### config.mk
export PLATFORM = sky130hd
export DESIGN_NAME = acc_fetch_exec
export DESIGN_NICKNAME = d
export VERILOG_FILES = /design/src/rtl/acc_pkg.sv /design/src/rtl/acc_alu.sv /design/src/rtl/acc_fetch_exec.sv
export SDC_FILE = /design/constraint.sdc
export NUM_CORES = 1
export LEC_CHECK = 0
export CAP_MARGIN = 25
export CORE_MARGIN = 10
export CORE_UTILIZATION = 34
export CTS_CLUSTER_DIAMETER = 50
export CTS_CLUSTER_SIZE = 28
export DETAILED_ROUTE_END_ITERATION = 8
export HOLD_SLACK_MARGIN = 0.05
export SETUP_SLACK_MARGIN = 0.1
export SLEW_MARGIN = 20
export SYNTH_ARGS = -nofsm -noshare
export SYNTH_HDL_FRONTEND = slang
export SYNTH_SLANG_ARGS = --single-unit
export TNS_END_PERCENT = 50
### constraint.sdc
create_clock -name clk -period 3.7 [get_ports clk]
set_clock_uncertainty 0.15 [all_clocks]
set_input_delay 0.74 -clock clk [delete_from_list [all_inputs] [get_ports clk]]
set_output_delay 0.74 -clock clk [all_outputs]
set_load 0.1 [all_outputs]
### src/rtl/acc_pkg.sv
// rtl/acc_pkg.sv - opcode constants, FSM state encoding and pc helper for the accumulator core
package acc_pkg;

    typedef enum logic [1:0] {
        FETCH = 2'd0,
        EXEC  = 2'd1,
        HALT  = 2'd2
    } state_t;

    localparam logic [3:0] OP_CLR = 4'h0;
    localparam logic [3:0] OP_ADD = 4'h1;
    localparam logic [3:0] OP_SUB = 4'h2;
    localparam logic [3:0] OP_LDA = 4'h3;
    localparam logic [3:0] OP_AND = 4'h5;
    localparam logic [3:0] OP_OR  = 4'h6;
    localparam logic [3:0] OP_NOT = 4'h7;
    localparam logic [3:0] OP_XOR = 4'h8;
    localparam logic [3:0] OP_JMP = 4'h9;
    localparam logic [3:0] OP_HLT = 4'hF;

    // Program counter after retiring op at pc; the 4-bit add wraps 15 -> 0.
    function automatic logic [3:0] next_pc(input logic [3:0] op,
                                           input logic [3:0] pc,
                                           input logic [3:0] target);
        if (op == OP_JMP) begin
            return target;
        end else if (op == OP_HLT) begin
            return pc;
        end else begin
            return pc + 4'd1;
        end
    endfunction

endpackage

### src/rtl/acc_alu.sv
// rtl/acc_alu.sv - combinational opcode-to-{acc,carry} datapath
module acc_alu
    import acc_pkg::*;
(
    input  logic [3:0] op,
    input  logic [7:0] acc,
    input  logic       carry,
    input  logic [7:0] operand,
    output logic [7:0] acc_next,
    output logic       carry_next
);

    logic [8:0] sum;

    // Unlisted opcodes (NOP, JMP, HLT) fall through with acc and carry untouched.
    always_comb begin
        acc_next   = acc;
        carry_next = carry;
        sum        = 9'd0;
        case (op)
            OP_CLR: begin
                acc_next   = 8'h00;
                carry_next = 1'b0;
            end
            OP_ADD: begin
                sum        = {1'b0, acc} + {1'b0, operand};
                acc_next   = sum[7:0];
                carry_next = sum[8];
            end
            OP_SUB: begin
                acc_next   = acc - operand;
                carry_next = (operand > acc);
            end
            OP_LDA: acc_next = operand;
            OP_AND: acc_next = acc & operand;
            OP_OR:  acc_next = acc | operand;
            OP_NOT: acc_next = ~acc;
            OP_XOR: acc_next = acc ^ operand;
            default: ;
        endcase
    end

endmodule

### src/rtl/acc_fetch_exec.sv
// rtl/acc_fetch_exec.sv - two-cycle fetch/execute accumulator core with halt
module acc_fetch_exec
    import acc_pkg::*;
(
    input  logic       clk,
    input  logic       rst_n,
    input  logic       run,
    output logic [3:0] romAddress,
    input  logic [7:0] romData,
    output logic [3:0] ramAddress,
    input  logic [7:0] ramData,
    output logic [7:0] acc,
    output logic [3:0] pc,
    output logic       carry,
    output logic       halted,
    output logic       instrDone
);

    state_t     state, state_d;
    logic [7:0] ir, ir_d;
    logic [7:0] acc_d;
    logic [3:0] pc_d;
    logic       carry_d;
    logic       halted_d;
    logic       done_d;
    logic [7:0] alu_acc;
    logic       alu_carry;

    assign romAddress = pc;
    assign ramAddress = ir[3:0];

    acc_alu u_alu (
        .op         (ir[7:4]),
        .acc        (acc),
        .carry      (carry),
        .operand    (ramData),
        .acc_next   (alu_acc),
        .carry_next (alu_carry)
    );

    always_ff @(posedge clk or negedge rst_n) begin
        if (!rst_n) begin
            state     <= FETCH;
            pc        <= 4'd0;
            ir        <= 8'h00;
            acc       <= 8'h00;
            carry     <= 1'b0;
            halted    <= 1'b0;
            instrDone <= 1'b0;
        end else begin
            state     <= state_d;
            pc        <= pc_d;
            ir        <= ir_d;
            acc       <= acc_d;
            carry     <= carry_d;
            halted    <= halted_d;
            instrDone <= done_d;
        end
    end

    // run only matters in FETCH; once in EXEC the instruction always retires.
    always_comb begin
        state_d  = state;
        pc_d     = pc;
        ir_d     = ir;
        acc_d    = acc;
        carry_d  = carry;
        halted_d = halted;
        done_d   = 1'b0;
        case (state)
            FETCH: begin
                if (run) begin
                    ir_d    = romData;
                    state_d = EXEC;
                end
            end
            EXEC: begin
                acc_d   = alu_acc;
                carry_d = alu_carry;
                pc_d    = next_pc(ir[7:4], pc, ir[3:0]);
                done_d  = 1'b1;
                if (ir[7:4] == OP_HLT) begin
                    state_d  = HALT;
                    halted_d = 1'b1;
                end else begin
                    state_d = FETCH;
                end
            end
            HALT: halted_d = 1'b1;
            default: state_d = FETCH;
        endcase
    end

endmodule

==> results of run 1 <==
==> worst max-delay path: cells and delay by family <==
kind / cells / cell delay (ps)
AOI/OAI and AO/OA: 3 / 890
adders and majority gates: 1 / 380
buffers and inverters: 2 / 730
muxes: 1 / 130
and+or+nand+nor: 1 / 120
==> sequential cells by signal, indices dropped and copies added (netlist names) <==
| signal | cells |
|---|---|
| pc | 4 |
| halted | 1 |
| carry | 1 |
| instrDone | 1 |
| ir | 8 |
| state | 2 |
| acc | 8 |
==> final cells by class <==
class                      instances  area, sq um
sequential                        25          626
inverter                          24         90.1
tap                               99          124
timing repair buffer              49          445
multi-input combinational        226         1670
clock inverter                     1         7.51
fill                             755         4210
clock buffer                       3         41.3
==> synth_stat cells, drive strengths merged, types with 2 or more instances <==
master    n  area, sq um
a2111oi   2         17.5
a211oi    4         30.0
a21o      3         22.5
a21oi    20          100
a22o      6         52.6
a22oi     4         30.0
a2bb2oi   2         17.5
a31oi     4         25.0
a32o      2         20.0
a32oi     2         17.5
and2      2         12.5
buf      13         88.8
clkbuf   12         45.0
dfrtp    25          626
fa        2         40.0
ha       26          325
inv      24         90.1
mux2      6         67.6
mux2i    10          100
nand2    20         75.1
nand2b    8         50.1
nand3     5         25.0
nand4     2         12.5
nor2     11         41.3
nor2b     7         43.8
nor3     11         55.1
nor3b     8         60.1
nor4      2         12.5
nor4b     2         17.5
o211ai    2         15.0
o21ai    21          105
o21bai    3         22.5
o22ai     5         31.3
or2       2         12.5
or3       2         12.5
or4b      3         30.0
==> metal layers <==
metal / routed length (um) / part of all wire (%) / track usage (%) / vias up
li1: - / - / - / 1150
met3: 470 / 6.2 / 3.20 / 12
met5: 0 / 0 / 0 / -
met4: 144 / 1.9 / 3.87 / 0
met1: 3480 / 46 / 17.6 / 1137
met2: 3460 / 46 / 21.9 / 70
==> cell families (layout without fill, tap and decap cells) <==
logic type               Yosys count  after routing  share of synthesized area, %
flip-flops                        25             25                          24.9
buffers and inverters             49             77                          8.90
adder cells (fa/ha/maj)           28             28                          14.5
multiplexers                      17             17                          7.55
AO/OA/AOI/OAI                     93             93                          25.0
AND/OR/NAND/NOR                   88             88                          19.2
==> through the flow <==
step / setup slack [ps] / instances / hold slack [ps] / total power [mW]
after CTS: 814 / 427 / 342 / 2.45
after floorplan: 932 / 300 / 294 / 1.87
after global placement: 514 / 423 / 309 / 2.25
final: 710 / 427 / 344 / 2.44
after detailed placement: 494 / 423 / 310 / 2.25
after global routing: 614 / 427 / 366 / 2.61
==> final timing paths <==
kind	end	slack (ps)	startpoint
max in group asynchronous	state[1]$_DFFE_PN0P_	2450	rst_n
hold / removal	halted$_DFFE_PN0P_	340	halted$_DFFE_PN0P_
hold reg to reg	halted$_DFFE_PN0P_	340	halted$_DFFE_PN0P_
setup reg to reg	acc[5]$_DFFE_PN0P_	1120	ir[6]$_DFFE_PN0P_
min in group asynchronous	acc[4]$_DFFE_PN0P_	670	rst_n
setup / recovery	acc[5]$_DFFE_PN0P_	710	ramData[1]
==> where the power goes <==
part	internal, mW	total, mW	switching (mW)
clock	0.0767	0.182	0.105
sequential	0.358	0.508	0.150
combinational	0.525	1.75	1.22
total	0.960	2.44	1.48
==> results.json, run 1 <==
{
  "status": "completed",
  "rsz0062_at_grt": "no",
  "drt-total-wl_um": 7550,
  "max_cap_viol_count": 0,
  "cts_tree": "done",
  "cts_root_buf": "clkbuf_8",
  "diodes": 0,
  "critPathMaxFanout": 5,
  "vias": 2369,
  "start_util_pct": 34.9,
  "avgSynthCellArea_sq_um": 8.39,
  "first_pass_iters": 5,
  "vias_per_cell": 5.55,
  "path_cells": "clkdlybuf4s50_1, inv_1, ha_1, a211oi_1, nor2_1, mux2i_1, a2111oi_0, a31oi_1",
  "finalSetupTns_ps": 0,
  "yosysSeqAreaShare_pct": 24.9,
  "final_common_cell": "clkdlybuf4s50_1",
  "cts_buffer_depth": 2,
  "critPathSlowestCell": "clkdlybuf4s50_1",
  "io_pins": 42,
  "area_growth_pct": 19.2,
  "synth_seq_cells": 25,
  "yosysWarnings": 0,
  "fp.coreArea_sq_mm": 0.00721,
  "synth-edff-count": 0,
  "grt_pass1_vias": 2454,
  "critPathRequiredTime_ps": 3710,
  "place_hpwl_um": 5620,
  "power_leakage_nw": 1.26,
  "syn-num-nets": 347,
  "finalHoldViolCount": 0,
  "ctsResizeCount": 0,
  "hold_path_class": "reg2reg",
  "gp_congestion": 0.916,
  "final_nets": 376,
  "fin_crit_ps": 2990,
  "numCtsBuffers": 3,
  "slew_viol_final": 0,
  "core.rowCount": 31,
  "hold_buffers": 0,
  "setup_viol": 0,
  "p_per_area_mw_per_mm2": 812,
  "slew-limit-headroom_pct": 34.4,
  "final_area_sq_mm": 0.00300,
  "whs_path_depth": 1,
  "cts.clk_slew.worst_paths_ps": 110,
  "post_drt_wl_per_cell_um": 17.7,
  "antenna_left": 0,
  "grt_overflow": 0,
  "end_kind": "register",
  "htree_levels": 1,
  "post-cts-setup-buffer-count": 0,
  "clk-insertion-delay-late_ps": 280,
  "grt_pass1_wl_um": 12700,
  "slowest_delay_ps": 630,
  "synth_ff_type": "dfrtp_1",
  "layout_common_cells": "clkdlybuf4s50_1 (31), ha_1 (26), dfrtp_1 (25)",
  "syn_inst": 300,
  "drtIter0Drc": 203,
  "criticalPathCategory": "in2reg",
  "fmax_mhz": 334,
  "post-route-period-util_pct": 80.8,
  "grt_max_degree": 26,
  "utilization_pct": 41.6,
  "die_y_um": 106,
  "numClockSinks": 25,
  "placed_area_sq_mm": 0.00295,
  "ir_drop_mv": 0.569,
  "io_buffers": 41,
  "worstPathArrival_ps": 3000,
  "worst-r2r-cell-count": 5,
  "drive_gt1_share_pct": 10.7,
  "netlist_area_sq_mm": 0.00252,
  "async_flop_share_pct": 100,
  "ys_types": 58,
  "die-area_sq_mm": 0.0112,
  "die_w_um": 106,
  "grt_usage_pct": 13.5,
  "drc": 0,
  "grt_antenna_before_repair": 0,
  "start_kind": "input port",
  "worstMarginPinSlew_ps": 981
}
Note: power is estimated with default switching activity, not from simulation.
==> run 2: changes to the inputs <==
Clock period 3.7 ns to 2.95 ns, I/O delays scaled along.
==> run 2 against run 1 <==
Effect of this change: power increased by 27%; first-iteration DRC count decreased by 1.5%; setup slack got worse by 380 ps; clock power increased by 27%; die area unchanged; sequential power increased by 16%; hold slack got worse by 1.9 ps; sequential cell count unchanged; register-to-register slack got worse by 490 ps; clock-buffer cell count unchanged; combinational power increased by 30%; largest cell class unchanged.
==> results.json, run 2 (synthesis gave the netlist of run 1 again) <==
{
  "status": "completed",
  "grt_pass1_wl_um": 12800,
  "grt_max_degree": 33,
  "cts_tree": "done",
  "grt_antenna_before_repair": 0,
  "finalSetupTns_ps": 0,
  "post-route-period-util_pct": 88.8,
  "ir_drop_mv": 0.464,
  "diodes": 0,
  "hold_path_class": "reg2reg",
  "final_nets": 388,
  "reg.largest.list": "acc: 8 flops, ir: 8 flops, pc: 4 flops",
  "vias": 2406,
  "worst-r2r-cell-count": 8,
  "startpoint": "ramData[0]",
  "finalHoldViolCount": 0,
  "core.rowCount": 31,
  "fin_hold_ws_ps": 342,
  "drc": 0,
  "regArea_sq_um": 626,
  "worstPathArrival_ps": 2660,
  "end_kind": "register",
  "power_leakage_nw": 1.34,
  "r2r_slack_ps": 630,
  "clk-insertion-delay-late_ps": 280,
  "drive_gt1_share_pct": 17.6,
  "fmax_mhz": 382,
  "grt_pass1_vias": 2465,
  "critPathRequiredTime_ps": 2990,
  "area_growth_pct": 21.6,
  "first_pass_iters": 5,
  "post-cts-setup-buffer-count": 0,
  "cts_buffer_depth": 2,
  "numCtsBuffers": 3,
  "die_y_um": 106,
  "die_w_um": 106,
  "slew_viol_final": 0,
  "fillers": 760,
  "max_cap_viol_count": 0,
  "post-place-ws_ps": 64.4,
  "rsz0062_at_grt": "no",
  "criticalPathCategory": "in2reg",
  "slew-limit-headroom_pct": 57.0,
  "final_common_cell": "buf_4",
  "r2r-end": "acc[6]$_DFFE_PN0P_",
  "io_buffers": 41,
  "ctsResizeCount": 0,
  "worstMarginPinSlew_ps": 644,
  "setup_viol": 0,
  "numClockSinks": 25,
  "worst_slack_ps": 330,
  "place_hpwl_um": 5790,
  "reg2reg_from": "acc[0]$_DFFE_PN0P_",
  "start_util_pct": 34.9,
  "htree_levels": 1,
  "gp_congestion": 0.921,
  "drtIter0Drc": 200,
  "hold_buffers": 0,
  "fp.coreArea_sq_mm": 0.00721,
  "vias_per_cell": 5.48,
  "antenna_left": 0,
  "start_kind": "input port",
  "layout_common_cells": "buf_4 (43), ha_1 (26), dfrtp_1 (25)",
  "grt_usage_pct": 13.5,
  "post_drt_wl_per_cell_um": 17.1,
  "p_per_area_mw_per_mm2": 1010,
  "multiInputGateArea_sq_mm": 0.00167,
  "grt_overflow": 0,
  "die-area_sq_mm": 0.0112,
  "critPathMaxFanout": 3,
  "cts.clk_slew.worst_paths_ps": 110,
  "drt-total-wl_um": 7490,
  "cts_root_buf": "clkbuf_8",
  "io_pins": 42,
  "cp-endpoint": "acc[6]$_DFFE_PN0P_",
  "fin_crit_ps": 2620
}
-- run 2: changes by cell type in the layout (fill, tap and decap cells not counted) --
cell and delta:
inv_6 +1, clkinvlp_4 -1, buf_4 +25, clkdlybuf4s50_1 -13
-- run 2: per-layer routing --
layer / vias to the layer above / share of wire, % / global-route usage [%]
li1: 1174 / - / -
met1: 1151 / 45 / 17.5
met2: 73 / 49 / 23.0
met3: 8 / 5.0 / 1.63
met4: 0 / 1.5 / 3.77
met5: - / 0 / 0
-- run 2: per-stage QoR --
stage / instance area, sq um / std cells / power, mW / utilization (%)
2_1_floorplan: 2520 / 300 / 2.35 / -
3_3_place_gp: 3010 / 435 / 2.85 / 41.7
3_5_place_dp: 3010 / 435 / 2.86 / 41.7
4_1_cts: 3060 / 439 / 3.10 / 42.4
5_1_grt: 3060 / 439 / 3.30 / 42.4
6_report: 3060 / 439 / 3.09 / 42.4
-- run 2: critical path, cell delays in order --
cell and delay [ps]:
clkdlybuf4s50_1 450, ha_1 270, fa_1 430, o21bai_1 220
a211oi_1 110, buf_4 150, o2111a_1 220, o31ai_1 210
-- run 2: final cells by class --
type,count,share of cell area [%]
clock buffer,3,1.35
clock inverter,1,0.286
inverter,24,2.94
multi-input combinational,226,54.5
sequential,25,20.4
tap,99,4.05
timing repair buffer,61,16.4
-- run 2: worst min-delay path by stage --
stage,startpoint,end,cells after the start
after floorplan,rst_n,acc[0]$_DFFE_PN0P_,0
after global placement,halted$_DFFE_PN0P_,halted$_DFFE_PN0P_,1
after detailed placement,halted$_DFFE_PN0P_,halted$_DFFE_PN0P_,1
after CTS,halted$_DFFE_PN0P_,halted$_DFFE_PN0P_,1
after global routing,halted$_DFFE_PN0P_,halted$_DFFE_PN0P_,1
final,halted$_DFFE_PN0P_,halted$_DFFE_PN0P_,1
-- run 2: report_power, final --
part	total, mW	switching, mW	internal [mW]
Clock	0.232	0.132	0.0994
Combinational	2.27	1.59	0.676
Sequential	0.587	0.137	0.450
Total	3.09	1.86	1.23
